### config.mk
export PLATFORM = sky130hd
export DESIGN_NAME = operator_pipe
export DESIGN_NICKNAME = d
export VERILOG_FILES = /design/src/rtl/operator_pkg.sv /design/src/rtl/operator_regs.sv /design/src/rtl/operator_pipe.sv
export SDC_FILE = /design/constraint.sdc
export NUM_CORES = 2
export LEC_CHECK = 0
export ABC_AREA = 1
export BUFFER_PORTS_ARGS = -buffer_cell sky130_fd_sc_hd__buf_2
export CAP_MARGIN = 5
export CORE_ASPECT_RATIO = 0.9
export CORE_MARGIN = 10
export CORE_UTILIZATION = 30
export CTS_CLUSTER_DIAMETER = 100
export CTS_CLUSTER_SIZE = 30
export DETAILED_ROUTE_END_ITERATION = 10
export PLACE_DENSITY = 0.52
export SYNTH_ARGS = -nofsm -noshare
export SYNTH_HDL_FRONTEND = slang
export SYNTH_SLANG_ARGS = --single-unit
### constraint.sdc
create_clock -name clk -period 5.82 [get_ports clk]
set_input_delay 0.873 -clock clk [delete_from_list [all_inputs] [get_ports clk]]
set_output_delay 0.873 -clock clk [all_outputs]
set_load 0.01 [all_outputs]
### src/rtl/operator_pkg.sv
// operator_pkg
//   Shared types and constants for the multi-channel operator pipeline.
//   - op_e        : 3-bit per-channel operation code
//   - DEF_*       : default register map addresses
//   - sat_max/min : signed saturation limits for a given width (up to LIM_W bits)
//   - is_valid_op : true for codes that may be written into an op register
package operator_pkg;

   typedef enum logic [2:0] {
      OP_PASS    = 3'd0,   // z = a
      OP_ADD_SUB = 3'd1,   // z = a + b - c
      OP_SUB_SUB = 3'd2,   // z = a - b - c
      OP_MAC     = 3'd3,   // z = a * b + c
      OP_ACC     = 3'd4    // acc[ch] += a * b, z = new acc
   } op_e;

   localparam int DEF_OP_BASE  = 10;
   localparam int DEF_CNT_ADDR = 8;

   // Widest result the limit helpers can describe.
   localparam int LIM_W = 128;

   // Largest positive value of a w-bit signed number: 2^(w-1) - 1.
   function automatic logic signed [LIM_W-1:0] sat_max(input int w);
      logic [LIM_W-1:0] one;
      one = LIM_W'(1);
      return $signed((one << (w - 1)) - one);
   endfunction

   // Most negative value of a w-bit signed number: -(2^(w-1)).
   // Bitwise inversion of the positive limit gives exactly that in two's complement.
   function automatic logic signed [LIM_W-1:0] sat_min(input int w);
      return ~sat_max(w);
   endfunction

   function automatic logic is_valid_op(input logic [2:0] code);
      return code <= 3'd4;
   endfunction

endpackage

### src/rtl/operator_regs.sv
// operator_regs
//   Register block for operator_pipe: address decode, per-channel op-type
//   registers, accumulator clear strobes, transaction counter and readback.
//   Ports:
//     clk, rst_n              clock, asynchronous active-low reset
//     reg_wr, reg_rd          single-cycle write / read strobes
//     reg_addr, reg_wr_data   32-bit address and write data
//     reg_rd_data             read data, registered (valid 1 cycle after reg_rd)
//     xfer                    a result left the pipeline this cycle
//     op_type[NUM_CH]         current op code per channel
//     acc_clr[NUM_CH]         combinational strobe: clear that channel's accumulator
module operator_regs
   import operator_pkg::*;
#(
   parameter int NUM_CH   = 4,
   parameter int OP_BASE  = DEF_OP_BASE,
   parameter int CNT_ADDR = DEF_CNT_ADDR
)(
   input  logic              clk,
   input  logic              rst_n,
   input  logic              reg_wr,
   input  logic              reg_rd,
   input  logic [31:0]       reg_addr,
   input  logic [31:0]       reg_wr_data,
   output logic [31:0]       reg_rd_data,
   input  logic              xfer,
   output op_e               op_type [NUM_CH],
   output logic [NUM_CH-1:0] acc_clr
);

   logic [NUM_CH-1:0] op_hit;
   logic              cnt_hit;
   logic [31:0]       cnt;
   logic [31:0]       rd_next;
   logic              unused_wr_bits;

   assign unused_wr_bits = ^reg_wr_data[31:3];

   always_comb begin
      op_hit = '0;
      for (int i = 0; i < NUM_CH; i++) begin
         op_hit[i] = reg_wr && (reg_addr == 32'(OP_BASE + i));
      end
   end

   // An ignored (5..7) write leaves the op untouched and does not clear the accumulator.
   assign acc_clr = op_hit & {NUM_CH{is_valid_op(reg_wr_data[2:0])}};
   assign cnt_hit = reg_wr && (reg_addr == 32'(CNT_ADDR));

   always_ff @(posedge clk or negedge rst_n) begin
      if (!rst_n) begin
         for (int i = 0; i < NUM_CH; i++) begin
            op_type[i] <= OP_PASS;
         end
      end else begin
         for (int i = 0; i < NUM_CH; i++) begin
            if (acc_clr[i]) begin
               op_type[i] <= op_e'(reg_wr_data[2:0]);
            end
         end
      end
   end

   // Clear takes priority over a same-cycle increment.
   always_ff @(posedge clk or negedge rst_n) begin
      if (!rst_n) begin
         cnt <= '0;
      end else if (cnt_hit) begin
         cnt <= '0;
      end else if (xfer) begin
         cnt <= cnt + 32'd1;
      end
   end

   // Readback samples pre-edge state, so a same-cycle write to the read address returns the old value.
   always_comb begin
      rd_next = '0;
      if (reg_addr == 32'(CNT_ADDR)) begin
         rd_next = cnt;
      end
      for (int i = 0; i < NUM_CH; i++) begin
         if (reg_addr == 32'(OP_BASE + i)) begin
            rd_next = {29'd0, op_type[i]};
         end
      end
   end

   always_ff @(posedge clk or negedge rst_n) begin
      if (!rst_n) begin
         reg_rd_data <= '0;
      end else if (reg_rd) begin
         reg_rd_data <= rd_next;
      end
   end

endmodule

### src/rtl/operator_pipe.sv
// operator_pipe
//   Two-stage valid/ready multi-channel operator. Each transaction carries a
//   channel and signed operands a, b, c; the channel's op code (programmed over
//   the register bus) selects pass, add/sub, sub/sub, multiply-add or a
//   saturating per-channel multiply-accumulate. Result is 2*DATA_W signed.
//   Ports:
//     clk, rst_n                        clock, asynchronous active-low reset
//     reg_wr, reg_rd, reg_addr,
//     reg_wr_data, reg_rd_data          register bus (see operator_regs)
//     in_valid, in_ready, in_ch, a, b, c  operand handshake
//     out_valid, out_ready, out_ch, z,
//     out_ovf, out_err                  result handshake; out_ovf marks a saturated
//                                       accumulate, out_err an out-of-range channel
module operator_pipe
   import operator_pkg::*;
#(
   parameter int DATA_W   = 32,
   parameter int NUM_CH   = 4,
   parameter int OP_BASE  = DEF_OP_BASE,
   parameter int CNT_ADDR = DEF_CNT_ADDR
)(
   input  logic                       clk,
   input  logic                       rst_n,
   input  logic                       reg_wr,
   input  logic                       reg_rd,
   input  logic [31:0]                reg_addr,
   input  logic [31:0]                reg_wr_data,
   output logic [31:0]                reg_rd_data,
   input  logic                       in_valid,
   output logic                       in_ready,
   input  logic [3:0]                 in_ch,
   input  logic signed [DATA_W-1:0]   a,
   input  logic signed [DATA_W-1:0]   b,
   input  logic signed [DATA_W-1:0]   c,
   output logic                       out_valid,
   input  logic                       out_ready,
   output logic [3:0]                 out_ch,
   output logic signed [2*DATA_W-1:0] z,
   output logic                       out_ovf,
   output logic                       out_err
);

   localparam int ACC_W = 2 * DATA_W;
   localparam logic signed [ACC_W-1:0] ACC_MAX = ACC_W'(sat_max(ACC_W));
   localparam logic signed [ACC_W-1:0] ACC_MIN = ACC_W'(sat_min(ACC_W));

   function automatic logic signed [ACC_W-1:0] sext(input logic signed [DATA_W-1:0] v);
      return ACC_W'(v);
   endfunction

   // Returns {ovf, value}. The sum is one bit wider than the accumulator;
   // differing top bits mean it left the representable range.
   function automatic logic [ACC_W:0] sat_acc(input logic signed [ACC_W:0] sum);
      if (sum[ACC_W] != sum[ACC_W-1]) begin
         return {1'b1, (sum[ACC_W] ? ACC_MIN : ACC_MAX)};
      end
      return {1'b0, sum[ACC_W-1:0]};
   endfunction

   op_e                     op_type [NUM_CH];
   logic [NUM_CH-1:0]       acc_clr;
   logic signed [ACC_W-1:0] acc [NUM_CH];

   logic                    adv_p1, accept, xfer, acc_we;
   logic                    in_err;
   op_e                     in_op;

   logic                    vld_p1, err_p1;
   logic [3:0]              ch_p1;
   op_e                     op_p1;
   logic signed [DATA_W-1:0] a_p1, b_p1, c_p1;
   logic signed [ACC_W-1:0] prod_p1;

   logic signed [ACC_W-1:0] sa_p1, sb_p1, sc_p1, acc_cur_p1, acc_sat_p1, res_p1;
   logic signed [ACC_W:0]   acc_sum_p1;
   logic                    acc_ovf_p1, ovf_p1;

   operator_regs #(
      .NUM_CH   (NUM_CH),
      .OP_BASE  (OP_BASE),
      .CNT_ADDR (CNT_ADDR)
   ) u_regs (
      .clk         (clk),
      .rst_n       (rst_n),
      .reg_wr      (reg_wr),
      .reg_rd      (reg_rd),
      .reg_addr    (reg_addr),
      .reg_wr_data (reg_wr_data),
      .reg_rd_data (reg_rd_data),
      .xfer        (xfer),
      .op_type     (op_type),
      .acc_clr     (acc_clr)
   );

   assign adv_p1   = !out_valid || out_ready;
   assign in_ready = !vld_p1 || adv_p1;
   assign accept   = in_valid && in_ready;
   assign xfer     = out_valid && out_ready;
   assign in_err   = {28'd0, in_ch} >= 32'(NUM_CH);

   // Op is snapshotted at accept; later register writes do not affect this transaction.
   always_comb begin
      in_op = OP_PASS;
      for (int i = 0; i < NUM_CH; i++) begin
         if (in_ch == 4'(i)) begin
            in_op = op_type[i];
         end
      end
   end

   // ---- Stage 1: register operands, channel, op and signed product ----
   always_ff @(posedge clk or negedge rst_n) begin
      if (!rst_n) begin
         vld_p1 <= 1'b0;
         ch_p1  <= '0;
         op_p1  <= OP_PASS;
         err_p1 <= 1'b0;
      end else if (in_ready) begin
         vld_p1 <= in_valid;
         if (in_valid) begin
            ch_p1  <= in_ch;
            op_p1  <= in_op;
            err_p1 <= in_err;
         end
      end
   end

   always_ff @(posedge clk) begin
      if (accept) begin
         a_p1    <= a;
         b_p1    <= b;
         c_p1    <= c;
         prod_p1 <= sext(a) * sext(b);
      end
   end

   // ---- Stage 1 -> 2: combine values, accumulate with saturation ----
   assign sa_p1 = sext(a_p1);
   assign sb_p1 = sext(b_p1);
   assign sc_p1 = sext(c_p1);

   always_comb begin
      acc_cur_p1 = '0;
      for (int i = 0; i < NUM_CH; i++) begin
         if (ch_p1 == 4'(i)) begin
            acc_cur_p1 = acc[i];
         end
      end
   end

   assign acc_sum_p1 = {acc_cur_p1[ACC_W-1], acc_cur_p1} + {prod_p1[ACC_W-1], prod_p1};
   assign {acc_ovf_p1, acc_sat_p1} = sat_acc(acc_sum_p1);

   always_comb begin
      res_p1 = '0;
      ovf_p1 = 1'b0;
      if (!err_p1) begin
         case (op_p1)
            OP_PASS:    res_p1 = sa_p1;
            OP_ADD_SUB: res_p1 = sa_p1 + sb_p1 - sc_p1;
            OP_SUB_SUB: res_p1 = sa_p1 - sb_p1 - sc_p1;
            OP_MAC:     res_p1 = prod_p1 + sc_p1;
            OP_ACC: begin
               res_p1 = acc_sat_p1;
               ovf_p1 = acc_ovf_p1;
            end
            default:    res_p1 = '0;
         endcase
      end
   end

   assign acc_we = vld_p1 && adv_p1 && !err_p1 && (op_p1 == OP_ACC);

   // A register write clears the accumulator even if an accumulate lands the same cycle.
   always_ff @(posedge clk or negedge rst_n) begin
      if (!rst_n) begin
         for (int i = 0; i < NUM_CH; i++) begin
            acc[i] <= '0;
         end
      end else begin
         for (int i = 0; i < NUM_CH; i++) begin
            if (acc_clr[i]) begin
               acc[i] <= '0;
            end else if (acc_we && (ch_p1 == 4'(i))) begin
               acc[i] <= acc_sat_p1;
            end
         end
      end
   end

   // ---- Stage 2: output register ----
   always_ff @(posedge clk or negedge rst_n) begin
      if (!rst_n) begin
         out_valid <= 1'b0;
         z         <= '0;
         out_ch    <= '0;
         out_ovf   <= 1'b0;
         out_err   <= 1'b0;
      end else if (adv_p1) begin
         out_valid <= vld_p1;
         if (vld_p1) begin
            z       <= res_p1;
            out_ch  <= ch_p1;
            out_ovf <= ovf_p1;
            out_err <= err_p1;
         end
      end
   end

endmodule

==> results.txt <==
----------------------------------------------------
[Floorplanning]
  Initial core utilization ... 30.18%
  Std-Cell Core Area ... 255,900 um2
  Number of core rows ... 176
  Num ports ... 274
  Die Span X ... 554.8 um
  Die height ... 501.3 um
  Die area ... 278,100 um2

[Timing]
  Ratio of final minimum period to clock period ... 118.8%
  Worst-case setup margin in the final layout ... -1.093 ns
  Pins Over Slew Limit ... 0
  Top achievable clock speed ... 0.1447 GHz
  Hold slack final ... 0.1998 ns
  Worst Max-Slew Pin Slew ... 1.157 ns
  Slew margin rel. ... 22.65%
  Final critical delay including setup and external delays ... 6.913 ns
  Hold Fails Final Rpt ... 0
  Setup repair after global routing missed its margin ... yes
  Number of setup violations in the final report ... 52
  Final setup skew ... 0.08032 ns

[Job]
  Number of max-cap violations ... 0

[CTS]
  Total number of clock tree sinks ... 572
  Clock tree from TritonCTS ... built
  Clk buf depth ... 3
  Count of H-tree levels built during CTS ... 1
  Hold-fix buffers, CTS ... 0
  Clock-pin slew on the worst setup and hold paths ... 0.12 ns
  Clock insertion delay at the later pin of the skew report ... 0.72 ns
  Root Buffer Master ... clkbuf_16
  Number of CTS-inserted buffers ... 28

[Critical path]
  WP data required ... 6.28 ns
  CP Buf/Inv Count ... 11
  Data arrival, critical path ... 7.37 ns
  Category of the critical setup timing path ... input port to flip-flop
  Largest delay share family, worst path ... adder cells
  Delay contributed by the slowest stage of the critical path ... 0.59 ns
  Kind of end point of the critical path ... flip-flop
  CP max stage cell ... fa_2
  Most common cell on crit path ... fa_1
  Top fanout value on the critical path ... 6
  Kind of launch point of the worst setup path ... input port

[Synth]
  Number of flops mapped to enable cells by yosys ... 160
  Synth Area per Inst ... 7.687 um2
  Yosys synthesis warning count ... 0
  Post-synth top area share ... 29.76%
  Netlist Area Pre-Place ... 77,230 um2
  Post-synth cell types ... 57
  Synth async-reset ratio ... 72.03%
  Net count of the mapped netlist ... 11,744
  Leading post-synthesis cells by cell area ... fa_1, dfrtp_1, inv_1, nand2_1, edfxtp_1
  Cell count after synthesis ... 10,046
  Synth area leader ... fa_1
  Most repeated cell in the gate-level netlist after synthesis ... inv_1
  Flops & latches, synth ... 572
  Top post-synthesis cells by count ... inv_1, nand2_1, fa_1, nor2_1, a21oi_1
  Main synth FF type ... dfrtp_1
  Sequential element share of the synthesized area ... 19.57%

[Detailed routing]
  Number of DRC markers after the initial detailed-route iteration ... 5,976
  Routed wire length ... 307,400 um
  Vias/cell ... 4.930
  Detail-routed net length per standard cell ... 21.73 um
  Total via count after detailed routing ... 69,760
  Final routed DRC violation total ... 0
  First-pass iteration count of the detailed router ... 6
  Final ANT Viol Nets ... 0

[Global route]
  First-pass GRT wire length ... 455,400 um
  Largest net degree at the start of global routing ... 159
  Global Route Usage Sum ... 21.13%
  Number of global-route vias before repair ... 72,683
  Initial antenna violation count ... 21
  Overall overflow remaining after global route ... 0

[Place]
  Count of buffers inserted at the top-level ports ... 244
  Post-place instance area ... 87,790 um2
  RePlAce Congestion ... 1.019
  Final HPWL from detailed placement ... 252,000 um

[Run status]
  Outcome ... finished, violations left
  Violations in the final reports ... setup timing

[Finish]
  Cell area after layout ... 93,610 um2
  Number of filler cells placed in the layout ... 26,680
  Fraction of layout cells with a size suffix above 1 ... 15.82%
  Nets@finish ... 12,451
  Growth of design area from synthesis to finish ... 21.22%

[Hold path]
  Path class of the lowest-slack min-delay path ... input port to asynchronous set/reset pin

----------------------------------------------------
## per-stage QoR
step           setup TNS [ns]  setup WS (ns)  util (%)  cells
2_1_floorplan          -47.28         -1.780         -  10046
6_report               -42.15         -1.093     36.58  14151
4_1_cts                -40.58         -1.091     35.84  14083
5_1_grt                -51.24         -1.238     36.58  14150
3_5_place_dp          -103.76         -2.246     34.31  13967
3_3_place_gp          -101.17         -2.175     34.31  13967
## registers in the layout, indices dropped and copies added, names as in the netlist
register / cells
b_p1: 32
a_p1: 32
ch_p1: 4
out_valid: 1
prod_p1: 64
c_p1: 32
out_ovf: 1
u_regs.cnt: 32
out_ch: 4
op_p1: 3
u_regs.op_type: 12
acc: 256
vld_p1: 1
err_p1: 1
out_err: 1
z: 64
u_regs.reg_rd_data: 32
## worst reg2reg max path, delay by kind of cell (launching register included)
kind | cells | cell delay [ns]
and+or+nand+nor | 12 | 1.94
DFF | 1 | 0.40
adders and majority gates | 1 | 0.36
AOI/OAI and AO/OA | 5 | 1.45
buffers and inverters | 6 | 0.99
## layer usage
layer,vias up,global-route usage [%],wire [um]
li1,31914,-,-
met1,35007,29.54,136600
met2,2436,34.68,139400
met3,391,2.962,22760
met4,12,4.858,8665
met5,-,0,73
## layout make-up
| type | instances | area (um2) | area share [%] |
|---|---|---|---|
| multi-input cells | 6657 | 54490 | 58.21 |
| flip-flops and latches | 572 | 15110 | 16.15 |
| repair buffers | 1022 | 9514 | 10.16 |
| inverters | 2472 | 9304 | 9.939 |
| well taps | 3382 | 4232 | 4.520 |
| clock buffers | 33 | 740.7 | 0.7912 |
| clock inverters | 12 | 212.7 | 0.2272 |
| diodes | 1 | 2.502 | 0.002673 |
## repair_timing
item | CTS | global route
gates cloned | 6 | 15
pin swaps | 208 | 190
buffers inserted | 91 | 66
setup endpoints to repair | 54 | 54
resized for setup | 540 | 315
## layout by cell type, fill, tap and decap left out, drive strengths merged, types with 43 or more instances in the layout
master,count
xor2,57
o21ai,442
nor3,76
ha,380
xnor2,64
clkbuf,48
a21oi,424
buf,1006
o22ai,202
o21bai,43
edfxtp,160
nand3,410
fa,1148
dfrtp,412
nor2,645
inv,2477
nand4,52
nand2,2413
o221ai,67
## worst paths after layout
path                               start           to  slack [ns]  depth (start not counted)
worst max register to register  ch_p1[2]        z[12]        0.63                         24
max in group asynchronous          rst_n        z[44]        4.22                          2
worst max-delay path               a[31]  prod_p1[56]       -1.09                         29
min in group clk                   c[31]     c_p1[31]        0.32                          1
worst min-delay path               rst_n        z[17]        0.20                          1
worst min register to register     z[31]        z[31]        0.49                          2
## kinds of logic after synthesis
| group | after synthesis | share of synthesized area, % |
|---|---|---|
| buffers and inverters | 2817 | 13.86 |
| AND/OR/NAND/NOR | 3682 | 19.40 |
| adder cells (fa/ha/maj) | 1528 | 35.92 |
| flip-flops | 572 | 19.57 |
| XOR/XNOR | 121 | 1.372 |
| AO/OA/AOI/OAI | 1326 | 9.875 |
Power is left out: the tool's default activity adds up to more than one toggle a clock period on the data nets, which glitch-free logic cannot reach.
